==> src/rtl/sr_cmd_conditioner.sv <==
// sr_cmd_conditioner: synchronise, debounce and edge-detect two raw request lines, then issue
// mutually exclusive one-cycle s/r commands with a lockout gap. SR_CMD_LEVEL_MODE_EN selects level-following commands.

module sr_line_cond #(
  parameter int DEBOUNCE_CYCLES = 4,
  parameter int CNT_W           = 8
) (
  input  logic clk,
  input  logic rst,
  input  logic req,
  output logic lvl,
  output logic rise
);
  logic             sync1, sync2, db;
  logic [CNT_W-1:0] cnt;

  always_ff @(posedge clk or posedge rst) begin
    if (rst) begin
      sync1 <= 1'b0;
      sync2 <= 1'b0;
      db    <= 1'b0;
      cnt   <= '0;
      lvl   <= 1'b0;
    end else begin
      sync1 <= req;
      sync2 <= sync1;
      lvl   <= db;
      if (sync2 == db) begin
        cnt <= '0;
      end else if (cnt == CNT_W'(DEBOUNCE_CYCLES - 1)) begin
        db  <= sync2;
        cnt <= '0;
      end else begin
        cnt <= cnt + 1'b1;
      end
    end
  end

  // lvl is the debounced level delayed one cycle, so this is a one-cycle rising-edge strobe
  assign rise = db & ~lvl;
endmodule

module sr_cmd_conditioner #(
  parameter int DEBOUNCE_CYCLES = 4,
  parameter int GAP_CYCLES      = 2,
  parameter int CNT_W           = 8
) (
  input  logic clk,
  input  logic rst,
  input  logic set_req,
  input  logic clr_req,
  output logic s,
  output logic r,
  output logic busy,
  output logic conflict
);
  localparam int NUM_LINES = 2;
  localparam logic [CNT_W-1:0] GAP_LAST = (GAP_CYCLES == 0) ? '0 : CNT_W'(GAP_CYCLES - 1);

  typedef enum logic [1:0] {IDLE, PULSE, GAP} state_t;

  logic [NUM_LINES-1:0] req, lvl, rise, cmd, cmd_clr;
  state_t               state, state_n;
  logic [CNT_W-1:0]     gcnt, gcnt_n;
  logic                 s_n, r_n, conflict_n, ready, hold_s, hold_r;

  // line 0 = set, line 1 = clear
  assign req = {clr_req, set_req};

  for (genvar i = 0; i < NUM_LINES; i++) begin : g_line
    sr_line_cond #(.DEBOUNCE_CYCLES(DEBOUNCE_CYCLES), .CNT_W(CNT_W)) u_line (
      .clk (clk),
      .rst (rst),
      .req (req[i]),
      .lvl (lvl[i]),
      .rise(rise[i])
    );
  end

`ifdef SR_CMD_LEVEL_MODE_EN
  assign cmd    = lvl;
  assign hold_s = s & (cmd == 2'b01);
  assign hold_r = r & (cmd == 2'b10);
`else
  logic [NUM_LINES-1:0] pend;

  // a fresh edge wins over a same-cycle clear so it is never lost
  always_ff @(posedge clk or posedge rst) begin
    if (rst) pend <= '0;
    else     pend <= (pend & ~cmd_clr) | rise;
  end

  assign cmd    = pend;
  assign hold_s = 1'b0;
  assign hold_r = 1'b0;
`endif

  // the last gap cycle doubles as an idle decision slot, giving 1+GAP_CYCLES command spacing
  assign ready = (state == IDLE) || ((state == GAP) && (gcnt == GAP_LAST));

  always_comb begin
    state_n    = state;
    gcnt_n     = gcnt;
    s_n        = 1'b0;
    r_n        = 1'b0;
    conflict_n = 1'b0;
    cmd_clr    = '0;
    case (state)
      PULSE: begin
        if (hold_s)               s_n = 1'b1;
        else if (hold_r)          r_n = 1'b1;
        else if (GAP_CYCLES == 0) state_n = IDLE;
        else begin
          state_n = GAP;
          gcnt_n  = '0;
        end
      end
      GAP: begin
        gcnt_n = gcnt + 1'b1;
        if (gcnt == GAP_LAST) state_n = IDLE;
      end
      default: ;
    endcase
    if (ready) begin
      if (&cmd) begin
        conflict_n = 1'b1;
        cmd_clr    = 2'b11;
      end else if (cmd[0]) begin
        s_n     = 1'b1;
        cmd_clr = 2'b01;
        state_n = PULSE;
      end else if (cmd[1]) begin
        r_n     = 1'b1;
        cmd_clr = 2'b10;
        state_n = PULSE;
      end
    end
  end

  always_ff @(posedge clk or posedge rst) begin
    if (rst) begin
      state    <= IDLE;
      gcnt     <= '0;
      s        <= 1'b0;
      r        <= 1'b0;
      busy     <= 1'b0;
      conflict <= 1'b0;
    end else begin
      state    <= state_n;
      gcnt     <= gcnt_n;
      s        <= s_n;
      r        <= r_n;
      busy     <= (state_n != IDLE);
      conflict <= conflict_n;
    end
  end
endmodule

==> config.mk <==
export PLATFORM = sky130hd
export DESIGN_NAME = sr_cmd_conditioner
export DESIGN_NICKNAME = d
export VERILOG_FILES = /design/src/rtl/sr_cmd_conditioner.sv
export SDC_FILE = /design/constraint.sdc
export NUM_CORES = 1
export LEC_CHECK = 0
export ABC_CLOCK_PERIOD_IN_PS = 2600
export BUFFER_PORTS_ARGS = -buffer_cell sky130_fd_sc_hd__buf_2
export CORE_MARGIN = 3
export CORE_UTILIZATION = 30
export DETAILED_ROUTE_END_ITERATION = 7
export SYNTH_ARGS = -nofsm -noshare
export SYNTH_HDL_FRONTEND = slang
export SYNTH_SLANG_ARGS = --single-unit
export TNS_END_PERCENT = 1
==> constraint.sdc <==
create_clock -name clk -period 2.6 [get_ports clk]
set_clock_uncertainty 0.2 [all_clocks]
set_input_delay 0.26 -clock clk [delete_from_list [all_inputs] [get_ports clk]]
set_output_delay 0.26 -clock clk [all_outputs]
set_load 0.03 [all_outputs]
-- Word level (Yosys, flattened, before mapping)
Cells that the tools add are included.
- equal/unequal tests: 7
- bitwise gates (word level): 9
- reduce and logical (&&, ||, !) cells: 8
- muxes and demuxes: 24
- add/sub/neg operators: 3
- operators with widths (cell ; number):
    2-to-1 mux 8 bit ; 4
    adder 8 x 1 -> 8 bit, second input constant ; 3
    2-to-1 mux 2 bit ; 9
    equality test 8 x 2 -> 1 bit, second input constant ; 2
    case mux 8 bit (2 select lines) ; 1
    2-to-1 mux 1 bit ; 9
    equality test 8 x 1 -> 1 bit, second input constant ; 1
    AND reduction 2 bit ; 3
    inverter 1 bit ; 4
    case mux 2 bit (2 select lines) ; 1
    nonzero test 2 bit ; 2
    bitwise AND 1 bit ; 2
    bitwise AND 2 bit ; 1
    equality test 1 bit ; 2
    equality test 2 x 1 -> 1 bit, second input constant ; 1
    equality test 2 bit, second input constant ; 1
    logical NOT 2 bit ; 1
    inverter 2 bit ; 1
    OR 2 bit ; 1
    logical AND 1 bit ; 1
    logical OR 1 bit ; 1
- input bits: 4
- flip-flop bits (word level): 40

-- Longest topological paths before layout
Gate-level depths: netlist (run 1).
- depth in word-level cells: 8
- mapped depth: 6
- depth with buffers taken out: 5

-- Cells and area by module
Synthesis (run 1) repeated with hierarchy kept, for this count alone.
- cell total of the unflattened synthesis: 168
- area total of the unflattened synthesis: 1891.8 µm²
- modules (own cells, without submodules) (module ; times used ; cells an instance ; area an instance (µm²)):
    sr_line_cond ; 2 ; 47 ; 528.0
    sr_cmd_conditioner ; 1 ; 74 ; 835.8

-- Worst setup path before layout (run 1)
No wires, ideal clock.
- path type: reg-to-reg
- start: register g_line[0].u_line.cnt[0]
- end: register g_line[0].u_line.db
- period minus slack after synthesis: 1841 ps
- data arrival time: 1514 ps
- cell stages (with the launch flop): 5
- required time: 2273 ps
- slack: 759 ps
- cells stage by stage: dfrtp_1 -> ha_1 -> or4b_4 -> nor2_2 -> mux2_1
- word-level cells in the longest chain between the ends: 2
- ends and longest elaborated chain (what ; line ; RTL):
    from (decl) ; 15 ; logic [CNT_W-1:0] cnt;
    from (signal assigned) ; 34 ; cnt <= cnt + 1'b1;
    equality test 8 x 2 -> 1 bit ; 30 ; end else if (cnt == CNT_W'(DEBOUNCE_CYCLES - 1)) begin
    AND reduction 2 bit (no source line) ; n/a ;
    to (signal assigned) ; 31 ; db <= sync2;
    to (decl) ; 14 ; logic sync1, sync2, db;
No other way between the ends.
A chain may end at the register's enable or synchronous reset.

-- Worst setup path after layout (run 1)
- start: register state[1]
- end: register gcnt[7]
- word-level cells in the longest chain between the ends: 2
- elaborated cells between the ends (all ways): 4
- classes of those cells: 2 x eq/ne; 1 x mux; 1 x reduce/logical
- ends and longest elaborated chain (what ; line ; RTL):
    from (decl) ; 63 ; state_t state, state_n;
    from (signal assigned) ; 149 ; state <= state_n;
    equality test 2 bit / equality test 2 x 1 -> 1 bit (equally long branches) ; 108 ; case (state)
    case mux 8 bit (2 select lines) / nonzero test 2 bit (equally long branches) ; n/a ;
    to (signal assigned) ; 150 ; gcnt <= gcnt_n;
    to (decl) ; 64 ; logic [CNT_W-1:0] gcnt, gcnt_n;
Parallel ways exist; a longest one is shown, timed or not.

==> results of run 1 <==
## worst paths after layout
kind	from	to
max	state[1]	gcnt[7]
min reg2reg	g_line[0].u_line.sync1	g_line[0].u_line.sync2
min	g_line[0].u_line.sync1	g_line[0].u_line.sync2
min in group asynchronous	rst	gcnt[1]
max reg2reg	state[1]	gcnt[7]
max in group asynchronous	rst	g_line[0].u_line.cnt[7]
## routing by layer
metal | global-route usage | up-vias | wire length, microns
met3 | 0.0324 | 5 | 105
met5 | 0 | - | 0
met2 | 0.138 | 18 | 1280
li1 | - | 622 | -
met1 | 0.117 | 589 | 1460
met4 | 0.0497 | 0 | 68
## synth_stat cells (all sizes together)
master   count  area share
dfrtp       40        0.54
o211ai       2      0.0082
nor4         1      0.0034
o22ai        1      0.0034
and2         1      0.0034
o2bb2ai      1      0.0048
clkbuf       1      0.0027
nand2b       3       0.010
a21boi       1      0.0041
ha           8       0.054
or4          3       0.014
o21ai       11       0.038
a311o        1      0.0054
and3         1      0.0034
or4b         1      0.0075
or3b         1      0.0048
nand3b       1      0.0041
nor3         1      0.0027
xnor2        2      0.0095
a22o         3       0.014
inv         12       0.025
a31oi        1      0.0034
a21oi        6       0.016
and3b        1      0.0048
buf          1      0.0027
nor3b        2      0.0082
xor2         7       0.033
nand2        4      0.0082
nand4        4       0.014
nor4b        1      0.0082
nand3       13       0.035
mux2         3       0.018
nor2b        1      0.0034
or3          8       0.028
a211oi       2      0.0082
nor2        12       0.026
o22a         1      0.0048
o21bai       1      0.0041
mux2i        1      0.0054
## flip-flops by register name, indices dropped and copies added (netlist names)
name                 count
conflict                 1
g_line.u_line.sync1      2
cmd                      2
busy                     1
g_line.u_line.cnt       16
g_line.u_line.db         2
r                        1
gcnt                     8
g_line.u_line.sync2      2
state                    2
s                        1
g_line.u_line.lvl        2
## area by class of cell
cell class,count,area [sq um]
inverter,12,45.0
timing repair buffer,11,72.6
fill,551,3590
multi-input combinational,111,782
tap,72,90.1
sequential,40,1000
clock buffer,7,96.3
clock inverter,1,30.0
## logic make-up (layout without fill, tap and decap cells)
logic type | Yosys count | in the layout | synth area share
AOI/OAI and AO/OA | 31 | 31 | 0.115
muxes | 4 | 4 | 0.0238
DFF | 40 | 40 | 0.545
buffers and inverters | 14 | 31 | 0.0299
adders and majority gates | 8 | 8 | 0.0545
xor gates and xnor gates | 9 | 9 | 0.0429
and+or+nand+nor | 59 | 59 | 0.189
## power by group
part	internal (mW)	switching (mW)
Sequential	0.751	0.111
Combinational	0.228	0.306
Clock	0.339	0.213
## stage by stage
| stage | util | cell area [sq um] | instances |
|---|---|---|---|
| after detailed placement | 0.343 | 1960 | 243 |
| after global routing | 0.371 | 2120 | 254 |
| final | 0.371 | 2120 | 254 |
| after floorplan | - | 1840 | 165 |
| after global placement | 0.343 | 1960 | 243 |
| after CTS | 0.371 | 2120 | 254 |
## critical path, stage by stage (launching register included)
cell,delay [ns]
dfrtp_1,0.39
inv_1,0.08
ha_1,0.43
nand2_1,0.22
or4_1,0.53
nand3_1,0.10
==> impl_results.md, run 1 <==
* Maximum clock rate at 0.497 GHz
* Final wirelength at 2910 microns
* Die area at 0.00710 sq mm
* Pre-antenna DRT Iters at 5
* Root Buffer: clkbuf_8
* Fin crit share at 0.774
* HP Class: reg2reg
* Post-CTS sizing at 0
* Drt wl/cell at 11.5 microns
* Syn_area_per_cell at 11.1 sq um
* Clock Sinks at 40
* Largest net degree at the start of global routing at 41
* Global placement routability congestion at 0.796
* Post-synth cell types at 45
* ANT cells at 0
* Cts bufs inserted at 5
* # H-tree levels at 2
* Crit path kind: reg2reg
* Hold Vio Cnt, Final at 0
* Leakage power at 0.938 nW
* DP HPWL at 2030 microns
* Row cnt at 27
* Maximum clock path buffer count at 2
* Status: finished, final reports clean
* Req. time, crit path at 2.63 ns
* PnR worst setup slack at 0.588 ns
* Overall power at 1.95 mW
* R2R Setup Slk at 0.59 ns
* Synth Net Count at 177
* IO Count at 8
* RSZ-0062 raised after global routing: false
* Core Area at 0.00571 sq mm
* Commonest non-fill, non-tap cell in the layout: dfrtp_1
* Setup TNS at 0 ns
* Routed vias/inst at 4.86
* Clk pin slew, worst setup/hold paths at 0.08 ns
* Final global-route overflow total at 0
* Post-Syn Area at 0.00184 sq mm
* Final net count at 193
* Cell Pwr Density at 920 mW/mm^2
* Hold_buf cts at 3
* Port bufs at 7
* Yosys warns at 0
* Die extent in x at 84.3 microns
* Die H at 84.3 microns
* Vias at 1234
* Place WS at 0.585 ns
* Sequential fraction of the synthesis area at 0.545
* Starting Density at 0.322
* Crit path time final at 2.01 ns
* DRC violations left at 0
* Number of global-route vias before repair at 1135
* Hold slack at 0.155 ns
* R2R depth at 5
* Synth Register Bits at 40
* Clock Latency Late Sink at 0.29 ns
* Crit path DAT at 2.04 ns
* CTS tree: yes
* Slew HR at 0.644
* Worst vdd ir at 0.500 mV
* Tightest Pin Transition at 0.531 ns
* CP max FO at 10
* Drt first-iter violations at 29
* Cells on Worst Hold Path at 0
* Startpoint type of the worst setup path: flip-flop
* Most frequent cells in the layout: 40 x dfrtp_1, 13 x nand3_1, 12 x inv_1, 11 x nor2_1, 9 x o21ai_0
* Setup Buffers After CTS at 0
* Initial antenna violation count at 0
* Pins Over Slew Limit at 0
* Number of setup violations in the final report at 0
* P&R area growth vs syn at 15.2%
* Post-Syn Instances at 165
* Max Cap Viol at 0
* CP Capture Type: flip-flop
* Layout cells sized above 1 at 0.137
* First-pass GRT wire length at 5190 microns
* Post-route ant nets at 0
* Total GRT Usage at 0.0923
No activity file was read; power rests on OpenSTA's default activity.
==> inputs of run 2 (changes only) <==
ABC_AREA = 1   (was not set)
ABC_CLOCK_PERIOD_IN_PS = 1800   (was 2600)
clock period = 1.8 ns   (was 2.6 ns; I/O delays follow)
==> run 2 against run 1 <==
Sequential cell count unchanged. Die area increased by 4.8%. Wire length increased by 9.6%. Clock power increased by 1%. Critical path type unchanged. Largest power group unchanged.
==> impl_results.md, run 2 <==
* PnR worst setup slack at 0.162 ns (-0.426 ns)
* Starting Density at 0.317 (-0.00482)
* Placed Instance Area at 0.00207 sq mm (+5.4%)
* Synth Net Count at 234 (+32%)
* Clk pin slew, worst setup/hold paths at 0.07 ns (about the same)
* Grt met2 use at 0.149 (+0.0115)
* Hold Vio Cnt, Final at 0 (unchanged)
* Slowest CP cell: dfrtp_1
* Drt wl/cell at 10.1 microns (-12%)
* Slew HR at 0.668 (+0.0236)
* Tightest Pin Transition at 0.498 ns (-0.0330 ns)
* Clock Latency Late Sink at 0.28 ns (about the same)
* Most frequent cells in the layout: 45 x nand2_1, 40 x dfrtp_1, 36 x inv_1, 27 x nor2_1
* Final design utilization at 0.359 (-0.0122)
* Post-synth top area share at 0.518 (-0.0268)
* Clock Sinks at 40 (unchanged)
* Final net count at 252 (+31%)
* Synth Register Bits at 40 (unchanged)
* Overall power at 2.62 mW (+34%)
* Global placement routability congestion at 0.814 (+2.2%)
* Routed vias/inst at 4.36 (-10%)
* Final wirelength at 3190 microns (+9.6%)
* Maximum clock path buffer count at 2 (unchanged)
* Syn_area_per_cell at 8.71 sq um (-22%)
* Area leader, netlist: dfrtp_1
* Final non-filler cell total at 315 (+24%)
* Biggest register: g_line.u_line.cnt
* Cell Pwr Density at 1200 mW/mm^2 (+30%)
* Largest register FFs at 16 (unchanged)
* DRC violations left at 0 (unchanged)
* Post-synth EDFFs at 0 (unchanged)
* RSZ-0062 raised after global routing: false
* Final global-route overflow total at 0 (unchanged)
* P&R area growth vs syn at 13.1%
* Top-count cell post-synth: nand2_1
* Hold slack at 0.152 ns (-0.00326 ns)
* Drt first-iter violations at 43 (+48%)
* Met1 Usage GRT at 0.130 (+0.0132)
* Maximum clock rate at 0.610 GHz (+23%)
* HP Class: reg2reg
* Core Area at 0.00610 sq mm (+6.8%)
* Crit path DAT at 1.61 ns (-0.43 ns)
* DP HPWL at 2270 microns (+12%)
* Row cnt at 28 (+3.7%)
* Post-Syn Area at 0.00193 sq mm (+5.2%)
* Yosys warns at 0 (unchanged)
* Cts bufs inserted at 5 (unchanged)
* Largest net degree at the start of global routing at 41 (unchanged)
* Pre-antenna DRT Iters at 4 (-1)
* GRT Max-Usage Layer: met2
* CP Capture Type: flip-flop
* Post-route cell area at 0.00219 sq mm (+3.3%)
* Top post-synthesis cells by area: dfrtp_1 52%, nand2_1 8.7%, inv_1 7.0%
* Setup TNS at 0 ns (unchanged)
* Leakage power at 1.07 nW (+14%)
* Place WS at 0.0600 ns (-0.525 ns)
* Asr flop ratio synth at 1.00 (unchanged)
* Worst path max stage delay at 0.38 ns (-0.15 ns)
* Die area at 0.00744 sq mm (+4.8%)
* Crit path time final at 1.64 ns (-0.374 ns)
* Number of setup violations in the final report at 0 (unchanged)
* Initial antenna violation count at 0 (unchanged)
* Sequential fraction of the synthesis area at 0.518 (-0.0268)
* Post-Syn Instances at 222 (+35%)
* Placed insts at 305 (+26%)
* Worst vdd ir at 0.668 mV (+34%)
* Post-synth cell types at 26 (-42%)
* Root Buffer: clkbuf_8
* Main synth FF type: dfrtp_1
* Fin crit share at 0.910 (+0.136)
* Port bufs at 7 (unchanged)
* Commonest non-fill, non-tap cell in the layout: nand2_1
* Cell family with most CP delay: flip-flops
* ANT cells at 0 (unchanged)
* # H-tree levels at 2 (unchanged)
* Status: finished, final reports clean
* Largest regs: g_line.u_line.cnt x16, gcnt x8
* Post-route ant nets at 0 (unchanged)
* Die H at 86.3 microns (+2.4%)
* Cell Chain, Critical Path: inv_1 -> ha_4 -> inv_2 -> nor2_2 -> nor2_1 -> a21boi_1 -> nand3_1
* CTS tree: yes
* Crit path kind: reg2reg
* Layout cells sized above 1 at 0.129 (-0.00820)
* Pins Over Slew Limit at 0 (unchanged)
* Routing usage on met3 at 0.0314 (-0.00102)
* Req. time, crit path at 1.77 ns (-0.86 ns)
* Post-synth top cells: 45 x nand2_1, 40 x dfrtp_1, 36 x inv_1
* Number of global-route vias before repair at 1356 (+19%)
* Startpoint type of the worst setup path: flip-flop
* Die extent in x at 86.3 microns (+2.4%)
* Vias at 1372 (+11%)
* CP max FO at 8 (-2)
* Bufs and invs on worst path at 2 (+1)
* IO Count at 8 (unchanged)
* Total GRT Usage at 0.0988 (+0.00655)
* First-pass GRT wire length at 5790 microns (+12%)
* Max Cap Viol at 0 (unchanged)
[run 2: changes by cell type after synthesis, sizes merged, moves of 4 or more]
cell / delta
nor3: +11
inv: +28
xor2: -4
o21ai: -5
nand2: +43
nor2: +18
or3: -8
[run 2: power breakdown]
group	internal, mW	total [mW]	switching [mW]	leakage, nW
sequential	1.08	1.20	0.125	0.531
clock	0.264	0.558	0.294	0.0410
combinational	0.319	0.858	0.539	0.502
total	1.66	2.62	0.959	1.07
[run 2: path summary, 6_finish.rpt]
check / start / end / slack, ns / cells after the start
worst max-delay path: state[1] / busy / 0.16 / 7
worst max register to register: state[1] / busy / 0.16 / 7
min in group asynchronous: rst / g_line[1].u_line.cnt[5] / 0.36 / 4
max in group asynchronous: rst / g_line[0].u_line.lvl / 0.70 / 4
worst min register to register: g_line[1].u_line.sync1 / g_line[1].u_line.sync2 / 0.15 / 0
worst min-delay path: g_line[1].u_line.sync1 / g_line[1].u_line.sync2 / 0.15 / 0
[run 2: logic make-up after synthesis]
group                    Yosys count  synth area share
XOR/XNOR                           5            0.0265
AO/OA/AOI/OAI                     21            0.0615
adder cells (fa/ha/maj)            8            0.0518
buffers and inverters             41            0.0835
flip-flops                        40             0.518
AND/OR/NAND/NOR                  107             0.259
[run 2: per-layer routing]
metal	wire [microns]	vias up
met5	0	-
met4	36	0
met3	104	4
met2	1400	13
met1	1650	622
li1	-	733
[run 2: what timing repair did]
| action | 4_1_cts | 5_1_grt |
|---|---|---|
| hold endpoints to repair | 42 | 0 |
| setup endpoints to repair | 0 | 7 |
| hold buffers | 3 | 0 |
| gates resized for setup | 0 | 2 |
| setup buffers | 0 | 0 |
[run 2: final cells by class]
cell class | count | area (sq um)
clock buffer | 6 | 72.6
clock inverter | 1 | 5.00
fill | 645 | 3910
inverter | 40 | 150
multi-input combinational | 141 | 783
sequential | 40 | 1000
tap | 75 | 93.8
timing repair buffer | 12 | 80.1
==> inputs of run 3 (changes only) <==
ABC_CLOCK_PERIOD_IN_PS = 2100   (was 1800)
PLACE_DENSITY = 0.5   (was not set)
clock period = 2.1 ns   (was 1.8 ns; I/O delays follow)
==> run 3 against run 2 <==
Clock power increased by 10%. Critical path depth unchanged. Via count decreased by 0.87%. Sequential cell count unchanged. Worst setup slack improved by 0.14 ns. Clock-buffer cell count unchanged. Non-clock buffer count decreased by 1.
==> impl_results.md, run 3 (synthesis gave the netlist of run 2 again) <==
* Row cnt at 28 (unchanged)
* Clock Sinks at 40 (unchanged)
* Crit path kind: reg2reg
* CP Capture Type: flip-flop
* Clock Latency Late Sink at 0.28 ns (about the same)
* R2R Setup Slk at 0.30 ns (+0.14 ns)
* Die area at 0.00744 sq mm (unchanged)
* R2R depth at 7 (unchanged)
* Post-route ant nets at 0 (unchanged)
* Placed insts at 304 (-0.33%)
* Vias at 1360 (-0.87%)
* Pre-antenna DRT Iters at 3 (-1)
* Layout cells sized above 1 at 0.125 (-0.00417)
* Total GRT Usage at 0.0948 (-0.00402)
* Power share of the combinational group at 0.294 (-0.034)
* Slowest CP cell: ha_1
* Drt first-iter violations at 76 (+77%)
* Reg power frac at 0.442 (-0.017)
* CP max FO at 10 (+2)
* Req. time, crit path at 2.08 ns (+0.31 ns)
* ANT cells at 0 (unchanged)
* Most frequent cells in the layout: 45 x nand2_1, 40 x dfrtp_1, 36 x inv_1, 27 x nor2_1
* Largest register FFs at 16 (unchanged)
* Place WS at 0.312 ns (+0.252 ns)
* Starting Density at 0.317 (unchanged)
* Overall power at 2.34 mW (-11%)
* Switch Pwr at 817 uW (-15%)
* Largest regs: g_line.u_line.cnt x16, gcnt x8
* Reg2reg end: gcnt[6]
* Global placement routability congestion at 0.792 (-2.6%)
* Worst vdd ir at 0.474 mV (-29%)
* Final net count at 251 (-0.40%)
* CP Capture Point: gcnt[6]
* Setup TNS at 0 ns (unchanged)
* Post-route cell area at 0.00221 sq mm (+1.0%)
* IO Count at 8 (unchanged)
* Biggest register: g_line.u_line.cnt
* Die H at 86.3 microns (unchanged)
* PnR worst setup slack at 0.305 ns (+0.143 ns)
* Worst Setup SP: state[0]
* Placed Instance Area at 0.00207 sq mm (+0.24%)
* Final non-filler cell total at 315 (unchanged)
* Cts bufs inserted at 5 (unchanged)
* Worst R2R Start: state[0]
* Routed vias/inst at 4.32 (-0.87%)
* Maximum clock rate at 0.557 GHz (-8.7%)
* Startpoint type of the worst setup path: flip-flop
* Pins Over Slew Limit at 0 (unchanged)
* CTS tree: yes
* Maximum clock path buffer count at 2 (unchanged)
* Crit path DAT at 1.78 ns (+0.17 ns)
* # H-tree levels at 2 (unchanged)
* Port bufs at 7 (unchanged)
* Hold slack at 0.151 ns (-0.000609 ns)
* Tightest Pin Transition at 0.502 ns (+0.00386 ns)
* Max Cap Viol at 0 (unchanged)
* Largest net degree at the start of global routing at 31 (-24%)
* Switching share of power at 0.350 (-0.0161)
* P_int at 1.52 mW (-8.6%)
* Leakage power at 1.09 nW (+1.2%)
* Number of setup violations in the final report at 0 (unchanged)
* P&R area growth vs syn at 14.2%
* DRC violations left at 0 (unchanged)
* Cell Pwr Density at 1060 mW/mm^2 (-12%)
* Drt wl/cell at 9.94 microns (-1.8%)
* Hold Vio Cnt, Final at 0 (unchanged)
* Final design utilization at 0.362 (+0.00369)
* Clk pin slew, worst setup/hold paths at 0.08 ns (about the same)
* Number of global-route vias before repair at 1290 (-4.9%)
* Worst path max stage delay at 0.49 ns (+0.11 ns)
* Power share of the clock group at 0.263 (+0.050)
* Commonest non-fill, non-tap cell in the layout: nand2_1
* Crit path time final at 1.80 ns (+0.157 ns)
* Initial antenna violation count at 0 (unchanged)
* Slew HR at 0.665 (-0.00294)
* Cell Chain, Critical Path: inv_1 -> ha_1 -> nand3_2 -> nor3_2 -> nand2_1 -> nor2_1 -> nor2_1
* Core Area at 0.00610 sq mm (unchanged)
* Final wirelength at 3130 microns (-1.8%)
* Final global-route overflow total at 0 (unchanged)
* HP Class: reg2reg
* Most frequent cell on the critical path: nor2_1
* Root Buffer: clkbuf_8
* DP HPWL at 2300 microns (+1.4%)
* Die extent in x at 86.3 microns (unchanged)
* First-pass GRT wire length at 5640 microns (-2.5%)
* RSZ-0062 raised after global routing: false
* Fin crit share at 0.855 (-0.0553)
* Status: finished, final reports clean
## run 3: cell types whose count changed in the layout (fill, tap and decap cells not counted)
cell / previous run / this run
buf_4: 2 / 0
bufinv_16: 0 / 1
buf_12: 0 / 1
ha_1: 7 / 8
ha_4: 1 / 0
## run 3: cell type report
class / instances / area, sq um
tap: 75 / 93.8
clock buffer: 6 / 72.6
timing repair buffer: 11 / 85.1
fill: 657 / 3890
multi-input combinational: 141 / 771
sequential: 40 / 1000
inverter: 40 / 150
clock inverter: 2 / 35.0
## run 3: routing by layer
metal | routed length [microns] | part of all wire | vias to the layer above | track usage
met2 | 1360 | 0.43 | 12 | 0.147
met1 | 1630 | 0.52 | 615 | 0.124
met3 | 83 | 0.027 | 5 | 0.0257
met5 | 0 | 0 | - | 0
met4 | 57 | 0.018 | 0 | 0.0425
li1 | - | - | 728 | -
## run 3: worst min path at each step
| stage | start | slack (ns) | depth (start not counted) | to |
|---|---|---|---|---|
| 2_1_floorplan | set_req | 0.04 | 0 | g_line[0].u_line.sync1 |
| 3_3_place_gp | rst | 0.06 | 2 | gcnt[6] |
| 3_5_place_dp | rst | 0.06 | 2 | gcnt[6] |
| 4_1_cts | g_line[0].u_line.sync1 | 0.15 | 0 | g_line[0].u_line.sync2 |
| 5_1_grt | g_line[0].u_line.sync1 | 0.16 | 0 | g_line[0].u_line.sync2 |
| 6_report | g_line[0].u_line.sync1 | 0.15 | 0 | g_line[0].u_line.sync2 |
## run 3: worst max-delay path, delay by kind of cell (launching register included)
kind / cells / cell delay (ns)
buffers and inverters: 1 / 0.07
flip-flops: 1 / 0.38
adder cells (fa/ha/maj): 1 / 0.49
AND/OR/NAND/NOR: 5 / 0.55
## run 3: power groups by stage
stage | registers [mW] | logic [mW] | clock network [mW]
2_1_floorplan | 1.09 | 0.514 | 0
3_3_place_gp | 1.05 | 0.701 | 0
3_5_place_dp | 1.05 | 0.693 | 0
4_1_cts | 1.04 | 0.700 | 0.650
5_1_grt | 1.05 | 0.786 | 0.678
6_report | 1.03 | 0.687 | 0.615
## run 3: repair_timing
action	in CTS	in global routing
hold buffers	3	0
hold endpoints to repair	12	0
endpoints found under the setup margin	0	0
buffers inserted	0	0
resized for setup	0	0
